### src/rtl/morse_pkg.sv
// rtl/morse_pkg.sv - shared constants, state type and Morse pattern lookup
package morse_pkg;
    localparam logic       SYM_DOT          = 1'b0;
    localparam logic       SYM_DASH         = 1'b1;
    localparam logic [7:0] ASCII_SPACE      = 8'h20;
    localparam logic [7:0] ERR_CHAR_DEFAULT = 8'h3F;
    localparam int         LEN_W            = 4;
    localparam int         PAT_W            = 8;

    typedef enum logic {IDLE, EMIT_SPACE} state_t;

    typedef struct packed {
        logic       hit;
        logic [7:0] ascii;
    } lookup_t;

    // Patterns are written LSB-first: bit 0 is the first received symbol.
    function automatic lookup_t morse_lookup(input logic [PAT_W-1:0] pattern,
                                             input logic [LEN_W-1:0] len);
        lookup_t r;
        r.hit = 1'b1;
        case ({len, pattern})
            {4'd2, 8'b00000010}: r.ascii = 8'h41;
            {4'd4, 8'b00000001}: r.ascii = 8'h42;
            {4'd4, 8'b00000101}: r.ascii = 8'h43;
            {4'd3, 8'b00000001}: r.ascii = 8'h44;
            {4'd1, 8'b00000000}: r.ascii = 8'h45;
            {4'd4, 8'b00000100}: r.ascii = 8'h46;
            {4'd3, 8'b00000011}: r.ascii = 8'h47;
            {4'd4, 8'b00000000}: r.ascii = 8'h48;
            {4'd2, 8'b00000000}: r.ascii = 8'h49;
            {4'd4, 8'b00001110}: r.ascii = 8'h4A;
            {4'd3, 8'b00000101}: r.ascii = 8'h4B;
            {4'd4, 8'b00000010}: r.ascii = 8'h4C;
            {4'd2, 8'b00000011}: r.ascii = 8'h4D;
            {4'd2, 8'b00000001}: r.ascii = 8'h4E;
            {4'd3, 8'b00000111}: r.ascii = 8'h4F;
            {4'd4, 8'b00000110}: r.ascii = 8'h50;
            {4'd4, 8'b00001011}: r.ascii = 8'h51;
            {4'd3, 8'b00000010}: r.ascii = 8'h52;
            {4'd3, 8'b00000000}: r.ascii = 8'h53;
            {4'd1, 8'b00000001}: r.ascii = 8'h54;
            {4'd3, 8'b00000100}: r.ascii = 8'h55;
            {4'd4, 8'b00001000}: r.ascii = 8'h56;
            {4'd3, 8'b00000110}: r.ascii = 8'h57;
            {4'd4, 8'b00001001}: r.ascii = 8'h58;
            {4'd4, 8'b00001101}: r.ascii = 8'h59;
            {4'd4, 8'b00000011}: r.ascii = 8'h5A;
            {4'd5, 8'b00011111}: r.ascii = 8'h30;
            {4'd5, 8'b00011110}: r.ascii = 8'h31;
            {4'd5, 8'b00011100}: r.ascii = 8'h32;
            {4'd5, 8'b00011000}: r.ascii = 8'h33;
            {4'd5, 8'b00010000}: r.ascii = 8'h34;
            {4'd5, 8'b00000000}: r.ascii = 8'h35;
            {4'd5, 8'b00000001}: r.ascii = 8'h36;
            {4'd5, 8'b00000011}: r.ascii = 8'h37;
            {4'd5, 8'b00000111}: r.ascii = 8'h38;
            {4'd5, 8'b00001111}: r.ascii = 8'h39;
            {4'd6, 8'b00101010}: r.ascii = 8'h2E;
            {4'd6, 8'b00110011}: r.ascii = 8'h2C;
            {4'd6, 8'b00001100}: r.ascii = 8'h3F;
            {4'd5, 8'b00001001}: r.ascii = 8'h2F;
            {4'd5, 8'b00010001}: r.ascii = 8'h3D;
            {4'd6, 8'b00100001}: r.ascii = 8'h2D;
            {4'd5, 8'b00001101}: r.ascii = 8'h28;
            {4'd6, 8'b00101101}: r.ascii = 8'h29;
            {4'd6, 8'b00011110}: r.ascii = 8'h27;
            {4'd6, 8'b00000111}: r.ascii = 8'h3A;
            {4'd6, 8'b00010010}: r.ascii = 8'h22;
            {4'd6, 8'b00010110}: r.ascii = 8'h40;
            default: begin
                r.hit   = 1'b0;
                r.ascii = 8'h00;
            end
        endcase
        return r;
    endfunction
endpackage

### src/rtl/morse_decoder_buf_if.sv
// rtl/morse_decoder_buf_if.sv - decoded character stream handshake
interface morse_decoder_buf_if;
    logic [7:0] sout;
    logic       sout_valid;
    logic       sout_ready;

    modport master (output sout, output sout_valid, input sout_ready);
    modport slave  (input sout, input sout_valid, output sout_ready);
endinterface

### src/rtl/morse_char_fifo.sv
// rtl/morse_char_fifo.sv - show-ahead character FIFO with registered head and sticky overflow
module morse_char_fifo #(
    parameter int DEPTH = 8,
    parameter int W     = 8
) (
    input  logic                     clk,
    input  logic                     rst,
    input  logic                     push,
    input  logic [W-1:0]             push_data,
    input  logic                     pop_ready,
    output logic [W-1:0]             head,
    output logic                     empty,
    output logic [$clog2(DEPTH):0]   count,
    output logic                     overflow
);
    localparam int AW = $clog2(DEPTH);

    logic [W-1:0]  mem_q [DEPTH];
    logic [AW-1:0] wr_ptr_q, wr_ptr_d, rd_ptr_q, rd_ptr_d;
    logic [AW:0]   count_q, count_d;
    logic [W-1:0]  head_q, head_d;
    logic          overflow_q, overflow_d;
    logic          full, pop, push_ok;

    always_comb begin
        empty      = (count_q == '0);
        full       = (count_q == (AW+1)'(DEPTH));
        pop        = !empty && pop_ready;
        push_ok    = push && (!full || pop);
        overflow_d = overflow_q || (push && full && !pop);
        wr_ptr_d   = push_ok ? wr_ptr_q + 1'b1 : wr_ptr_q;
        rd_ptr_d   = pop ? rd_ptr_q + 1'b1 : rd_ptr_q;
        count_d    = count_q;
        if (push_ok && !pop)
            count_d = count_q + 1'b1;
        else if (!push_ok && pop)
            count_d = count_q - 1'b1;
        // Head is registered so it keeps the last popped value once empty.
        head_d = head_q;
        if (pop) begin
            if (count_q > (AW+1)'(1))
                head_d = mem_q[rd_ptr_q + 1'b1];
            else if (push_ok)
                head_d = push_data;
        end else if (empty && push_ok) begin
            head_d = push_data;
        end
    end

    always_ff @(posedge clk) begin
        if (push_ok)
            mem_q[wr_ptr_q] <= push_data;
    end

    always_ff @(posedge clk) begin
        if (!rst) begin
            wr_ptr_q   <= '0;
            rd_ptr_q   <= '0;
            count_q    <= '0;
            head_q     <= '0;
            overflow_q <= 1'b0;
        end else begin
            wr_ptr_q   <= wr_ptr_d;
            rd_ptr_q   <= rd_ptr_d;
            count_q    <= count_d;
            head_q     <= head_d;
            overflow_q <= overflow_d;
        end
    end

    assign head     = head_q;
    assign count    = count_q;
    assign overflow = overflow_q;
endmodule

### src/rtl/morse_decoder_buf.sv
// rtl/morse_decoder_buf.sv - Morse symbol accumulator, ASCII translation and word-space insertion
module morse_decoder_buf
    import morse_pkg::*;
#(
    parameter int         MAX_SYMBOLS     = 6,
    parameter int         FIFO_DEPTH      = 8,
    parameter logic [7:0] ERR_CHAR        = ERR_CHAR_DEFAULT,
    parameter bit         COLLAPSE_SPACES = 1'b1
) (
    input  logic                        clk,
    input  logic                        rst,
    input  logic                        dot_inp,
    input  logic                        dash_inp,
    input  logic                        char_space_inp,
    input  logic                        word_space_inp,
    morse_decoder_buf_if.master         sout_if,
    output logic [$clog2(FIFO_DEPTH):0] fifo_count,
    output logic                        overflow,
    output logic                        sym_err
);
    localparam logic [LEN_W-1:0] MAX_LEN = LEN_W'(MAX_SYMBOLS);

    logic [PAT_W-1:0] pat_q, pat_d, pat_a;
    logic [LEN_W-1:0] len_q, len_d, len_a;
    logic             bad_q, bad_d, bad_a;
    state_t           state_q, state_d;
    logic             last_was_space_q, last_was_space_d;
    logic             sym_err_q, sym_err_d;
    logic             pending, char_err, take_char, push, push_err, fifo_empty;
    logic [7:0]       char_data, push_data;
    lookup_t          lk;

    always_comb begin
        // Same-cycle symbol is folded in before any terminating event is evaluated.
        pat_a = pat_q;
        len_a = len_q;
        bad_a = bad_q || (dot_inp && dash_inp);
        if (dot_inp ^ dash_inp) begin
            if (len_q == MAX_LEN) begin
                bad_a = 1'b1;
            end else begin
                pat_a[len_q[2:0]] = dash_inp ? SYM_DASH : SYM_DOT;
                len_a = len_q + 1'b1;
            end
        end
        pending   = (len_a != '0) || bad_a;
        lk        = morse_lookup(pat_a, len_a);
        char_err  = bad_a || !lk.hit;
        char_data = char_err ? ERR_CHAR : lk.ascii;

        state_d   = state_q;
        take_char = 1'b0;
        push      = 1'b0;
        case (state_q)
            EMIT_SPACE: begin
                push    = 1'b1;
                state_d = IDLE;
            end
            default: begin
                if (word_space_inp) begin
                    if (pending) begin
                        take_char = 1'b1;
                        state_d   = EMIT_SPACE;
                    end else if (!(COLLAPSE_SPACES && last_was_space_q)) begin
                        push = 1'b1;
                    end
                end else if (char_space_inp && pending) begin
                    take_char = 1'b1;
                end
            end
        endcase

        push      = push || take_char;
        push_data = take_char ? char_data : ASCII_SPACE;
        push_err  = take_char && char_err;
        pat_d     = take_char ? '0 : pat_a;
        len_d     = take_char ? '0 : len_a;
        bad_d     = take_char ? 1'b0 : bad_a;
        last_was_space_d = push ? !take_char : last_was_space_q;
        sym_err_d = push_err;
    end

    always_ff @(posedge clk) begin
        if (!rst) begin
            pat_q            <= '0;
            len_q            <= '0;
            bad_q            <= 1'b0;
            state_q          <= IDLE;
            last_was_space_q <= 1'b0;
            sym_err_q        <= 1'b0;
        end else begin
            pat_q            <= pat_d;
            len_q            <= len_d;
            bad_q            <= bad_d;
            state_q          <= state_d;
            last_was_space_q <= last_was_space_d;
            sym_err_q        <= sym_err_d;
        end
    end

    morse_char_fifo #(.DEPTH(FIFO_DEPTH), .W(8)) u_fifo (
        .clk       (clk),
        .rst       (rst),
        .push      (push),
        .push_data (push_data),
        .pop_ready (sout_if.sout_ready),
        .head      (sout_if.sout),
        .empty     (fifo_empty),
        .count     (fifo_count),
        .overflow  (overflow)
    );

    assign sout_if.sout_valid = !fifo_empty;
    assign sym_err            = sym_err_q;
endmodule
### src/flat_wrapper.sv
// flat-port wrapper written by rule: the top's interface ports become plain ports
module morse_decoder_buf_flat import morse_pkg::*;
#(
    parameter int         MAX_SYMBOLS     = 6,
    parameter int         FIFO_DEPTH      = 8,
    parameter logic [7:0] ERR_CHAR        = ERR_CHAR_DEFAULT,
    parameter bit         COLLAPSE_SPACES = 1'b1
)
  (clk, rst, dot_inp, dash_inp, char_space_inp, word_space_inp, fifo_count, overflow, sym_err, sout_if_sout, sout_if_sout_valid, sout_if_sout_ready);
  morse_decoder_buf_if sout_if_i ();
  input  logic clk;
  input  logic rst;
  input  logic dot_inp;
  input  logic dash_inp;
  input  logic char_space_inp;
  input  logic word_space_inp;
  output logic [$clog2(FIFO_DEPTH):0] fifo_count;
  output logic overflow;
  output logic sym_err;
  output wire logic [$bits(sout_if_i.sout)-1:0] sout_if_sout;
  output wire logic [$bits(sout_if_i.sout_valid)-1:0] sout_if_sout_valid;
  input wire logic [$bits(sout_if_i.sout_ready)-1:0] sout_if_sout_ready;
  assign sout_if_sout = sout_if_i.sout;
  assign sout_if_sout_valid = sout_if_i.sout_valid;
  assign sout_if_i.sout_ready = sout_if_sout_ready;
  morse_decoder_buf #(.MAX_SYMBOLS(MAX_SYMBOLS), .FIFO_DEPTH(FIFO_DEPTH), .ERR_CHAR(ERR_CHAR), .COLLAPSE_SPACES(COLLAPSE_SPACES)) u_core (.clk(clk), .rst(rst), .dot_inp(dot_inp), .dash_inp(dash_inp), .char_space_inp(char_space_inp), .word_space_inp(word_space_inp), .sout_if(sout_if_i), .fifo_count(fifo_count), .overflow(overflow), .sym_err(sym_err));
endmodule
### config.mk
export PLATFORM = sky130hd
export DESIGN_NAME = morse_decoder_buf_flat
export DESIGN_NICKNAME = d
export VERILOG_FILES = /design/src/rtl/morse_pkg.sv /design/src/rtl/morse_decoder_buf_if.sv /design/src/rtl/morse_char_fifo.sv /design/src/rtl/morse_decoder_buf.sv /design/src/flat_wrapper.sv
export SDC_FILE = /design/constraint.sdc
export NUM_CORES = 1
export LEC_CHECK = 0
export CAP_MARGIN = 20
export CORE_ASPECT_RATIO = 1.75
export CORE_MARGIN = 2
export CORE_UTILIZATION = 55
export DETAILED_ROUTE_END_ITERATION = 10
export GPL_ROUTABILITY_DRIVEN = 0
export PLACE_DENSITY = 0.76
export SKIP_LAST_GASP = 1
export SYNTH_ARGS = -nofsm -noshare
export SYNTH_HDL_FRONTEND = slang
export SYNTH_SLANG_ARGS = --single-unit
### constraint.sdc
create_clock -name clk -period 3.9 [get_ports clk]
set_clock_uncertainty 0.15 [all_clocks]
set_input_delay 0.78 -clock clk [delete_from_list [all_inputs] [get_ports clk]]
set_output_delay 0.78 -clock clk [all_outputs]
set_load 0.02 [all_outputs]
==> results by group <==
Outcome
  – Outcome: completed

Synth
  – Seq/Total Area, Yosys: 44.7%
  – Seq cells post-synth: 90
  – Top_reg_cell synth: edfxtp_1
  – Asr flop ratio synth: 0%
  – Post-synth EDFFs: 56
  – Post-Syn Area: 0.00528 mm2
  – Warnings from Yosys: 0
  – Post-synth net total: around 500
  – Netlist cell types: 90
  – Mapped Cells: between 400 and 500
  – Syn_area_per_cell: 10.6 um2

Placed design
  – DP Cell Count: 740
  – Area post-placement: 0.00644 mm2
  – Buffers on Ports: 20
  – Place WS: -704 ps
  – Dpl hpwl: 11700 um

Global route
  – Global route total overflow: 0
  – Largest net degree at the start of global routing: 19
  – Vias in the first global route: 4905
  – Initial antenna violation count: 0
  – First-pass GRT wire length: 25200 um
  – Total track usage: 31.8%

Route
  – DRT Wirelength: 15900 um
  – WL/cell: 21.0 um
  – Via count: 4703
  – Via density: about 6.2
  – ANT nets after route: 0
  – Drt first pass iters: 5
  – Initial DRC Count: about 420
  – Drt drc: 0

Timing
  – Fmax: 260 MHz
  – RSZ-0062 raised after global routing: true
  – Period utilisation layout: between 90% and 100%
  – Slew HR: a little over half
  – Setup violations, final: 0
  – Fin crit period: 3840 ps
  – Slew Viols, Final: 0
  – Setup ws final: 60.6 ps
  – Final hold violations: 0
  – Measured slew at the worst slew-check pin: just under 700 ps

Worst setup path
  – Reg2reg start: u_core.len_q[0]
  – CP max stage delay: 380 ps
  – Setup crit end kind: flip-flop
  – Crit path max fanout: 8
  – Crit path capture: u_core.u_fifo.mem_q[0][0]
  – WS Path Type: input port to flip-flop
  – R2R setup slack: roughly 360 ps
  – R2R cell count: 15
  – Crit start category: input port
  – CP cell instances: dlygate4sd2_1 > ha_4 > buf_4 > nor3b_2 > o22ai_1 > nor2_2 > a32oi_2 > a31oi_1 > nor3_2 > a31o_4 > nor4b_4 > nor2_4
  – Worst setup startpoint: dash_inp
  – WP data required: 3820 ps
  – Data arrival, critical path: 3760 ps
  – Slowest-stage cell, CP: nor2_2
  – RR Endpoint: u_core.u_fifo.count[3]

Pwr
  – Clock power frac: 23.4%
  – Sw power: ~1.3 mW
  – Gate power share: 41.6%
  – Sequential power share: 34.9%
  – Leak: 2.71 nW
  – PwrDens: 528 mW/mm2
  – Max IR drop VDD: 0.603 mV
  – Sw Share: 34.7%
  – Internal: 2.42 mW

CTS
  – Register clock-pin slew on the reported worst setup and hold paths: 70 ps
  – Worst skew pair latency: 340 ps
  – Clk root buf: clkbuf_16
  – Cts hold-fix bufs: 0
  – Clock buffer depth: 2
  – TritonCTS clock tree: done
  – CTS Buf Count: 9
  – H-tree depth: 3
  – TritonCTS Sinks: 90

Cells and area
  – N_diodes: 0
  – Filler instances: 621
  – Commonest non-fill, non-tap cell in the layout: buf_4
  – Most used cells in the layout excluding fill and tap cells: 125 x buf_4, 56 x edfxtp_1, 46 x nor2_1
  – Cell Count, Final, Fillers Out: 760
  – Final net count: 650
  – Area growth, synth to finish: 33.0%
  – Reg area: approximately 0.0024 mm2
  – Design Area, Final: 0.00703 mm2
  – Share of cells above drive strength 1: between 30% and 40%
  – Area occupied by multi-input gates: 0.00297 mm2

Run
  – Max-Cap Viols: 0

Die
  – CORE AREA: roughly 0.0094 mm2
  – I/O pins: 22
  – Cell Rows: 47
  – Die Height: 134 um
  – Full die area: 0.0104 mm2
  – Initial Util: 56.2%
  – Die Wd: 78.1 um

Min path
  – Worst hold path class: flip-flop to flip-flop
[layer usage]
layer  up-vias  track usage (%)  wire length (um)
li1       2171                -                 -
met1      2226             31.3              5410
met2       222             59.2              8550
met3        84             5.76               741
met4         0             20.6              1250
met5         -                0                 0
[cell type report]
| type | instances | share of cell area, % |
|---|---|---|
| Multi-Input combinational cell | 366 | 42.2 |
| Sequential cell | 90 | 33.6 |
| Timing Repair Buffer | 148 | 16.8 |
| Clock buffer | 9 | 3.20 |
| Tap cell | 122 | 2.17 |
| Clock inverter | 7 | 1.09 |
| Inverter | 18 | 0.961 |
[critical path: cells and delay by family]
family                     cells  cell delay [ps]
AOI/OAI and AO/OA              4              940
adders and majority gates      1              300
buffers and inverters          2              450
and+or+nand+nor                5             1270
[Yosys cell counts (5+ instances only)]
| cell | instances | area [um2] |
|---|---|---|
| edfxtp_1 | 56 | 1680 |
| nand2b_1 | 7 | 43.8 |
| nand4_1 | 10 | 62.6 |
| o2111ai_1 | 5 | 43.8 |
| and2_1 | 11 | 68.8 |
| nand3_1 | 11 | 55.1 |
| o21ai_0 | 13 | 65.1 |
| clkbuf_1 | 10 | 37.5 |
| mux4_2 | 14 | 315 |
| inv_1 | 17 | 63.8 |
| nor2b_1 | 5 | 31.3 |
| o22ai_1 | 5 | 31.3 |
| buf_2 | 5 | 25.0 |
| mux2i_1 | 18 | 180 |
| nor2_1 | 54 | 203 |
| a21boi_0 | 6 | 45.0 |
| a211oi_1 | 7 | 52.6 |
| dfxtp_1 | 34 | 681 |
| a21oi_1 | 22 | 110 |
| nor3b_1 | 5 | 37.5 |
| nor3_1 | 17 | 85.1 |
| xnor2_1 | 5 | 43.8 |
| nand2_1 | 39 | 146 |
| ha_1 | 10 | 125 |
[through the flow]
stage | total power [mW] | TNS, ps | hold WS, ps | utilization [%]
finish | 3.71 | 0 | 319 | 74.7
global route | 3.88 | -868 | 356 | 74.7
CTS | 3.68 | 0 | 319 | 73.4
detailed placement | 2.75 | -48300 | 304 | 68.5
global placement | 2.69 | -40660 | 300 | 68.5
floorplan | 2.19 | 0 | 292 | -
[state kept, by name, indices dropped and copies added, names as in the netlist, 3 cells and up]
signal and cells:
u_core.u_fifo.count 4, u_core.len_q 4, u_core.pat_q 8, u_core.u_fifo.head 7, u_core.u_fifo.wr_ptr_q 3, u_core.u_fifo.mem_q 56, u_core.u_fifo.rd_ptr_q 3
[logic make-up (layout without fill, tap and decap cells)]
family	count (synthesis)	count (layout)	share of synthesized area, %
buffers and inverters	41	182	3.95
adder cells (fa/ha/maj)	10	10	2.37
other	1	1	0.0710
AND/OR/NAND/NOR	207	207	22.9
AO/OA/AOI/OAI	107	107	15.1
flip-flops	90	90	44.7
XOR/XNOR	8	8	1.33
multiplexers	33	33	9.64
[worst min-delay path by stage]
stage	end	cells past startpoint	slack, ps	start
4_1_cts	u_core.u_fifo.overflow	1	320	u_core.u_fifo.overflow
3_3_place_gp	u_core.u_fifo.overflow	1	300	u_core.u_fifo.overflow
6_report	u_core.u_fifo.overflow	1	320	u_core.u_fifo.overflow
2_1_floorplan	u_core.last_was_space_q	2	290	u_core.last_was_space_q
3_5_place_dp	u_core.u_fifo.overflow	1	300	u_core.u_fifo.overflow
5_1_grt	u_core.u_fifo.overflow	1	360	u_core.u_fifo.overflow
[power by group through the flow]
stage / Combinational (mW) / Clock [mW] / Sequential [mW]
4_1_cts: 1.51 / 0.883 / 1.29
2_1_floorplan: 0.847 / 0 / 1.35
5_1_grt: 1.65 / 0.917 / 1.31
3_5_place_dp: 1.44 / 0 / 1.31
3_3_place_gp: 1.39 / 0 / 1.29
6_report: 1.55 / 0.869 / 1.30
[repair_timing]
item	4_1_cts	5_1_grt
setup endpoints to repair	65	55
cloned	0	0
resized for setup	33	18
pin swaps	4	7
setup buffers	2	2
Power figures use the tool's default switching activity.
